**src/rtl/instr_enc_pkg.sv**
```systemverilog
// Shared encodings for the instruction encoder/loader: mnemonic codes,
// RV32I opcode/funct constants, internal format classes and FSM states.
package instr_enc_pkg;

  typedef enum logic [4:0] {
    MN_ADDI  = 5'd0,  MN_XORI = 5'd1,  MN_ORI  = 5'd2,  MN_ANDI = 5'd3,
    MN_SLTIU = 5'd4,  MN_SLTI = 5'd5,  MN_SLLI = 5'd6,  MN_SRLI = 5'd7,
    MN_SRAI  = 5'd8,  MN_ADD  = 5'd9,  MN_XOR  = 5'd10, MN_OR   = 5'd11,
    MN_AND   = 5'd12, MN_SUB  = 5'd13, MN_SLL  = 5'd14, MN_SRL  = 5'd15,
    MN_SRA   = 5'd16, MN_SLTU = 5'd17, MN_SLT  = 5'd18, MN_SW   = 5'd19,
    MN_BNE   = 5'd20
  } mnem_e;

  localparam logic [6:0] OP_IMM    = 7'b0010011;
  localparam logic [6:0] OP_REG    = 7'b0110011;
  localparam logic [6:0] OP_STORE  = 7'b0100011;
  localparam logic [6:0] OP_BRANCH = 7'b1100011;

  localparam logic [2:0] F3_ADD  = 3'b000;
  localparam logic [2:0] F3_SLL  = 3'b001;
  localparam logic [2:0] F3_SLT  = 3'b010;
  localparam logic [2:0] F3_SLTU = 3'b011;
  localparam logic [2:0] F3_XOR  = 3'b100;
  localparam logic [2:0] F3_SR   = 3'b101;
  localparam logic [2:0] F3_OR   = 3'b110;
  localparam logic [2:0] F3_AND  = 3'b111;
  localparam logic [2:0] F3_SW   = 3'b010;
  localparam logic [2:0] F3_BNE  = 3'b001;

  localparam logic [6:0] F7_BASE = 7'b0000000;
  localparam logic [6:0] F7_ALT  = 7'b0100000;

  typedef enum logic [2:0] {FMT_I, FMT_SH, FMT_R, FMT_S, FMT_B, FMT_ILL} fmt_e;

  typedef enum logic [1:0] {ST_IDLE, ST_LOAD, ST_DONE} state_e;

endpackage

```
**src/rtl/instr_encode.sv**
```systemverilog
// Combinational RV32I encoder: symbolic mnemonic plus fields in,
// 32-bit instruction word and illegal-mnemonic flag out.
module instr_encode
  import instr_enc_pkg::*;
(
  input  logic [4:0]  mnem_i,
  input  logic [4:0]  rd_i,
  input  logic [4:0]  rs1_i,
  input  logic [4:0]  rs2_i,
  input  logic [11:0] imm12_i,
  output logic [31:0] word_o,
  output logic        illegal_o
);

  fmt_e       fmt;
  logic [2:0] f3;
  logic [6:0] f7;

  // Classify mnemonic into an instruction format with its funct fields
  always_comb begin
    fmt = FMT_ILL;
    f3  = F3_ADD;
    f7  = F7_BASE;
    case (mnem_i)
      MN_ADDI:  begin fmt = FMT_I;  f3 = F3_ADD;  end
      MN_XORI:  begin fmt = FMT_I;  f3 = F3_XOR;  end
      MN_ORI:   begin fmt = FMT_I;  f3 = F3_OR;   end
      MN_ANDI:  begin fmt = FMT_I;  f3 = F3_AND;  end
      MN_SLTIU: begin fmt = FMT_I;  f3 = F3_SLTU; end
      MN_SLTI:  begin fmt = FMT_I;  f3 = F3_SLT;  end
      MN_SLLI:  begin fmt = FMT_SH; f3 = F3_SLL;  end
      MN_SRLI:  begin fmt = FMT_SH; f3 = F3_SR;   end
      MN_SRAI:  begin fmt = FMT_SH; f3 = F3_SR;   f7 = F7_ALT; end
      MN_ADD:   begin fmt = FMT_R;  f3 = F3_ADD;  end
      MN_XOR:   begin fmt = FMT_R;  f3 = F3_XOR;  end
      MN_OR:    begin fmt = FMT_R;  f3 = F3_OR;   end
      MN_AND:   begin fmt = FMT_R;  f3 = F3_AND;  end
      MN_SUB:   begin fmt = FMT_R;  f3 = F3_ADD;  f7 = F7_ALT; end
      MN_SLL:   begin fmt = FMT_R;  f3 = F3_SLL;  end
      MN_SRL:   begin fmt = FMT_R;  f3 = F3_SR;   end
      MN_SRA:   begin fmt = FMT_R;  f3 = F3_SR;   f7 = F7_ALT; end
      MN_SLTU:  begin fmt = FMT_R;  f3 = F3_SLTU; end
      MN_SLT:   begin fmt = FMT_R;  f3 = F3_SLT;  end
      MN_SW:    begin fmt = FMT_S;  f3 = F3_SW;   end
      MN_BNE:   begin fmt = FMT_B;  f3 = F3_BNE;  end
      default:  fmt = FMT_ILL;
    endcase
  end

  // Assemble fields; BNE immediate is offset[12:1], so bit positions shift by one
  always_comb begin
    word_o    = '0;
    illegal_o = 1'b0;
    case (fmt)
      FMT_I:   word_o = {imm12_i, rs1_i, f3, rd_i, OP_IMM};
      FMT_SH:  word_o = {f7, imm12_i[4:0], rs1_i, f3, rd_i, OP_IMM};
      FMT_R:   word_o = {f7, rs2_i, rs1_i, f3, rd_i, OP_REG};
      FMT_S:   word_o = {imm12_i[11:5], rs2_i, rs1_i, f3, imm12_i[4:0], OP_STORE};
      FMT_B:   word_o = {imm12_i[11], imm12_i[9:4], rs2_i, rs1_i, f3,
                         imm12_i[3:0], imm12_i[10], OP_BRANCH};
      default: illegal_o = 1'b1;
    endcase
  end

endmodule

```
**src/rtl/instr_encoder_loader.sv**
```systemverilog
// Program loader: accepts symbolic instructions over valid/ready, encodes
// them and writes one word per accept sequentially into instruction memory.
module instr_encoder_loader
  import instr_enc_pkg::*;
#(
  parameter int unsigned ADDR_W = 8,
  parameter int unsigned DEPTH  = 256
) (
  input  logic              clk,
  input  logic              rst_n,
  input  logic              start,
  input  logic              finish,
  input  logic              in_valid,
  output logic              in_ready,
  input  logic [4:0]        in_mnem,
  input  logic [4:0]        in_rd,
  input  logic [4:0]        in_rs1,
  input  logic [4:0]        in_rs2,
  input  logic [11:0]       in_imm12,
  output logic              imem_we,
  output logic [ADDR_W-1:0] imem_addr,
  output logic [31:0]       imem_wdata,
  output logic [ADDR_W:0]   count,
  output logic              busy,
  output logic              done,
  output logic              err
);

  localparam int unsigned CNT_W = ADDR_W + 1;

  state_e              state_q, state_d;
  logic [ADDR_W-1:0]   ptr_q, ptr_d;
  logic [CNT_W-1:0]    count_q, count_d;
  logic                we_q, we_d;
  logic [ADDR_W-1:0]   addr_q, addr_d;
  logic [31:0]         wdata_q, wdata_d;
  logic                err_q, err_d;

  logic [31:0]         enc_word;
  logic                enc_illegal;
  logic                accept;

  instr_encode u_encode (
    .mnem_i    (in_mnem),
    .rd_i      (in_rd),
    .rs1_i     (in_rs1),
    .rs2_i     (in_rs2),
    .imm12_i   (in_imm12),
    .word_o    (enc_word),
    .illegal_o (enc_illegal)
  );

  // count already includes the in-flight write, so no separate pending term is needed
  assign in_ready = (state_q == ST_LOAD) && (count_q < CNT_W'(DEPTH));
  assign accept   = in_valid && in_ready;

  always_comb begin
    state_d = state_q;
    ptr_d   = ptr_q;
    count_d = count_q;
    we_d    = 1'b0;
    addr_d  = addr_q;
    wdata_d = wdata_q;
    err_d   = err_q;
    case (state_q)
      ST_IDLE, ST_DONE: begin
        if (start) begin
          state_d = ST_LOAD;
          ptr_d   = '0;
          count_d = '0;
          err_d   = 1'b0;
        end
      end
      ST_LOAD: begin
        if (accept) begin
          if (enc_illegal) begin
            err_d = 1'b1;
          end else begin
            we_d    = 1'b1;
            addr_d  = ptr_q;
            wdata_d = enc_word;
            ptr_d   = ptr_q + ADDR_W'(1);
            count_d = count_q + CNT_W'(1);
          end
        end
        if (finish || (count_d == CNT_W'(DEPTH))) state_d = ST_DONE;
      end
      default: state_d = ST_IDLE;
    endcase
  end

  always_ff @(posedge clk or negedge rst_n) begin
    if (!rst_n) begin
      state_q <= ST_IDLE;
      ptr_q   <= '0;
      count_q <= '0;
      we_q    <= 1'b0;
      addr_q  <= '0;
      wdata_q <= '0;
      err_q   <= 1'b0;
    end else begin
      state_q <= state_d;
      ptr_q   <= ptr_d;
      count_q <= count_d;
      we_q    <= we_d;
      addr_q  <= addr_d;
      wdata_q <= wdata_d;
      err_q   <= err_d;
    end
  end

  assign imem_we    = we_q;
  assign imem_addr  = addr_q;
  assign imem_wdata = wdata_q;
  assign count      = count_q;
  assign err        = err_q;
  assign busy       = (state_q == ST_LOAD);
  assign done       = (state_q == ST_DONE);

endmodule

```
**config.mk**
```make
export PLATFORM = sky130hd
export DESIGN_NAME = instr_encoder_loader
export DESIGN_NICKNAME = d
export VERILOG_FILES = /design/src/rtl/instr_enc_pkg.sv /design/src/rtl/instr_encode.sv /design/src/rtl/instr_encoder_loader.sv
export SDC_FILE = /design/constraint.sdc
export NUM_CORES = 1
export LEC_CHECK = 0
export CORE_MARGIN = 2
export CORE_UTILIZATION = 50
export CTS_CLUSTER_SIZE = 24
export DETAILED_ROUTE_END_ITERATION = 16
export HOLD_SLACK_MARGIN = 0.15
export PLACE_DENSITY = 0.95
export SYNTH_ARGS = -nofsm -noshare
export SYNTH_HDL_FRONTEND = slang
export SYNTH_SLANG_ARGS = --single-unit
```
**constraint.sdc**
```tcl
create_clock -name clk -period 4.3 [get_ports clk]
set_clock_uncertainty 0.05 [all_clocks]
set_input_delay 1.29 -clock clk [delete_from_list [all_inputs] [get_ports clk]]
set_output_delay 1.29 -clock clk [all_outputs]
set_load 0.02 [all_outputs]
```
==> summary.md <==
| Metric | Value |
|---|---|
| Portion of synthesized cell area occupied by the leading cell type | 50.66% |
| Setup violators final | 0 |
| Setup repair after global routing missed its margin | no |
| Buffer count from post-CTS setup fixing | 0 |
| Cts-stage hold buffer count | 0 |
| Antenna violations before repair | 0 |
| Logic depth of the worst register-to-register path | 7 |
| Power per unit of standard cell area | just over 500 nW/um2 |
| Commonest register cell after synthesis | sky130_fd_sc_hd__dfrtp_1 |
| Antenna diode count | 0 |
| Share of synthesized area occupied by flip-flops and latches | between 50% and 60% |
| Relative area change from synthesis to final layout | 38.73% |
| Arrival time at the worst endpoint | around 3.5 ns |
| Number of buffers created by CTS | 9 |
| Number of global-route vias before repair | about 2,600 |
| DRC violation count after routing | 0 |
| Number of instances on the worst hold path | 2 |
| Gate count of the mapped netlist | 309 |
| Worst setup slack after layout | ~0.95 ns |
| Upper clock frequency limit | ~0.3 GHz |
| Number of pins with negative max-slew slack in the final report | 0 |
| Type of element launching the critical path | primary input |
| Min-Delay Path Class | register to register |
| R2r setup slk | between 2 and 2.5 ns |
| Netlist cell types | 45 |
| Cell chosen for the clock root | sky130_fd_sc_hd__clkbuf_8 |
| Floorplan die width | 79.70 um |
| Static Leakage | approximately 0.0018 uW |
| Die Span Y | around 80 um |
| Yosys synthesis warning count | 0 |
| Area of the placeable core | ~5500 um2 |
| Largest net degree at the start of global routing | 43 |
| Overall track demand over capacity in global routing | approximately a quarter |
| Wire length of the first global-routing pass | approximately 12 mm |
| Least-Margin Pin Slew | 0.9002 ns |
| CTS HTree Levels | 3 |
| Nets@finish | ~430 |
| Worst slew margin relative to its limit | 39.99% |
| Total global routing overflow | 0 |
| Number of non-filler instances in the completed layout | around 470 |
| VDD IR-drop max | ~340 uV |
| Share of async-settable or async-resettable flops after synthesis | between 90% and 100% |
| Ratio of cells with drive above 1 in the final layout | between 7 and 8% |
| Count of antenna-violating nets left after detailed routing | 0 |
| Number of port buffers | just under 90 |
| Average instance area after synthesis | 9.273 um2 |
| Maximum fanout encountered on the critical timing path | 22 |
| Worst skew pair latency | approximately 0.33 ns |
| Summed instance area of the synthesized netlist | between 2000 and 3000 um2 |
| Max-cap viol count | 0 |
| Drt wl/cell | between 15 and 20 um |
| Core Rows | 27 |
| Clock transition at the registers of the reported paths | 0.07 ns |
| Half-perimeter wire length of the detailed placement result | 5.123 mm |
| Sum Neg Setup Slack | 0 ns |
| Hold Vio Cnt, Final | 0 |
| Iteration count of the initial detailed-routing pass | 5 |
| Maximum buffer depth of the clock tree | 2 |
| CTS tree | built |
| Ports | 91 |
| Required time at the endpoint of the critical path | 4.46 ns |
| Number of instances resized during post-cts repair | 0 |
| Worst setup slack before clock tree synthesis | 0.6513 ns |
| Clock tree sinks | 58 |
| Post-Route WL | about 7.3 mm |
| Type of destination of the critical path | register |
| Flip-flop and latch count after synthesis | between 50 and 60 |
| Cell count after placement | 451 |
| Die ar. | around 6400 um2 |
| Cell type with the largest total area after synthesis | sky130_fd_sc_hd__dfrtp_1 |
| Max stage delay cell, worst path | sky130_fd_sc_hd__clkdlybuf4s50_1 |
| Critical path start-end classification | primary input to register |
| Initial DRC count | about 190 |
| Largest cells by area after synthesis | sky130_fd_sc_hd__dfrtp_1 (51%), sky130_fd_sc_hd__nand2_1 (9.0%), sky130_fd_sc_hd__o21ai_0 (4.4%), sky130_fd_sc_hd__a222oi_1 (3.5%), sky130_fd_sc_hd__nand3_1 (3.1%) |
| Maximum cell stage delay along the critical path | around 0.76 ns |
| Result of the run | completed |
| Via density per instance | 5.615 |
| Tmin final | between 3 and 4 ns |
| Cells along the critical path | clkdlybuf4s50_1, nand2_1, nand3_4, mux2_2, o2111ai_1, nor4_1, a221o_1 |
| Via count | between 2,000 and 3,000 |
| EDFF count, synth | 0 |
| Global placer's final weighted congestion | a little under 0.8 |
| Starting utilization of the core area | a little over half |
| Part of the cycle the worst path needs | approximately 80% |
-- per-stage QoR --
step / instance area, um2 / hold slack [ns] / utilization [%] / total power [uW]
4_1_cts: 3975 / 0.4322 / 72.19 / 2029
2_1_floorplan: 2869 / 0.4086 / - / 1110
6_report: 3975 / 0.4280 / 72.19 / 2022
3_5_place_dp: 3757 / 0.4190 / 68.23 / 1480
3_3_place_gp: 3757 / 0.4081 / 68.23 / 1450
5_1_grt: 3975 / 0.4606 / 72.19 / 2123
-- synthesized netlist by cell type, drive strengths merged, types with 4 or more instances --
cell type,number
nor2b,4
buf,12
dfrtp,58
nand3,19
nand2,69
nor2,14
nand2b,5
o31ai,4
a222oi,10
xor2,6
a21oi,12
clkbuf,11
nand4,6
inv,10
o21ai,25
mux2i,7
and3,5
-- routing by layer --
metal	vias to the layer above	routed length (um)	share of wire, %	global-route usage, %
met2	120	3564	49	40.08
met3	13	477	6.6	4.638
met4	0	146	2.0	9.655
li1	1245	-	-	-
met5	-	0	0	0
met1	1244	3076	42	30.79
-- placed cells by master (no fill, tap or decap), types with 2 or more instances in the layout --
cell type,count
sky130_fd_sc_hd__ha_1,2
sky130_fd_sc_hd__xor2_1,6
sky130_fd_sc_hd__and3_1,5
sky130_fd_sc_hd__nor3_1,3
sky130_fd_sc_hd__a21oi_1,11
sky130_fd_sc_hd__clkbuf_8,10
sky130_fd_sc_hd__o21ai_0,25
sky130_fd_sc_hd__nand3_1,18
sky130_fd_sc_hd__dfrtp_1,58
sky130_fd_sc_hd__nand4_2,2
sky130_fd_sc_hd__conb_1,2
sky130_fd_sc_hd__bufinv_16,2
sky130_fd_sc_hd__nand4_1,4
sky130_fd_sc_hd__inv_1,9
sky130_fd_sc_hd__a31oi_1,2
sky130_fd_sc_hd__xnor2_1,3
sky130_fd_sc_hd__buf_4,4
sky130_fd_sc_hd__nand2b_1,5
sky130_fd_sc_hd__nor3b_1,3
sky130_fd_sc_hd__o31ai_1,4
sky130_fd_sc_hd__clkinv_2,4
sky130_fd_sc_hd__nor4_1,2
sky130_fd_sc_hd__mux2i_1,7
sky130_fd_sc_hd__nand2_1,69
sky130_fd_sc_hd__a222oi_1,10
sky130_fd_sc_hd__nor2b_1,4
sky130_fd_sc_hd__nor2_1,14
sky130_fd_sc_hd__o211ai_1,2
sky130_fd_sc_hd__clkdlybuf4s50_1,87
-- report_power, final --
part | switching (uW) | leakage (uW) | total [uW] | internal [uW]
Clock | 211 | 0.000116 | 548 | 338
Sequential | 87.9 | 0.000764 | 764 | 676
Combinational | 377 | 0.000946 | 710 | 333
Total | 676 | 0.00183 | 2020 | 1350
-- worst paths after layout --
| path | to | startpoint |
|---|---|---|
| max reg2reg | state_q[1]$_DFFE_PN0P_ | count[0]$_DFFE_PN0P_ |
| min | imem_wdata[21]$_DFFE_PN0P_ | imem_wdata[21]$_DFFE_PN0P_ |
| min in group asynchronous | imem_addr[5]$_DFFE_PN0P_ | rst_n |
| min reg2reg | imem_wdata[21]$_DFFE_PN0P_ | imem_wdata[21]$_DFFE_PN0P_ |
| max | state_q[1]$_DFFE_PN0P_ | in_mnem[3] |
| max in group asynchronous | imem_wdata[30]$_DFFE_PN0P_ | rst_n |
-- registers in the layout, indices dropped and copies added (netlist names) --
name        cells
state_q         2
imem_addr       8
imem_we         1
ptr_q           8
imem_wdata     29
err             1
count           9
-- final cells by class --
type | count | area [um2]
clock buffer | 10 | 137.6
clock inverter | 6 | 80.08
fill | 411 | 1531
inverter | 10 | 37.54
multi-input combinational | 219 | 1272
sequential | 58 | 1451
tap | 72 | 90.09
timing repair buffer | 92 | 905.9
-- kinds of logic after synthesis --
family / after synthesis / share of synthesized area [%]
AO/OA/AOI/OAI: 64 / 15.24
XOR/XNOR: 9 / 2.751
adder cells (fa/ha/maj): 2 / 0.8732
buffers and inverters: 33 / 5.065
flip-flops: 58 / 50.65
multiplexers: 8 / 2.838
other: 1 / 0.1309
AND/OR/NAND/NOR: 134 / 22.45
-- worst max-delay path: cells and delay by family --
| kind | cells | cell delay, ns |
|---|---|---|
| AO/OA/AOI/OAI | 2 | 0.40 |
| buffers and inverters | 1 | 0.76 |
| AND/OR/NAND/NOR | 3 | 0.67 |
| multiplexers | 1 | 0.39 |
Note: power is estimated with default switching activity, not from simulation.
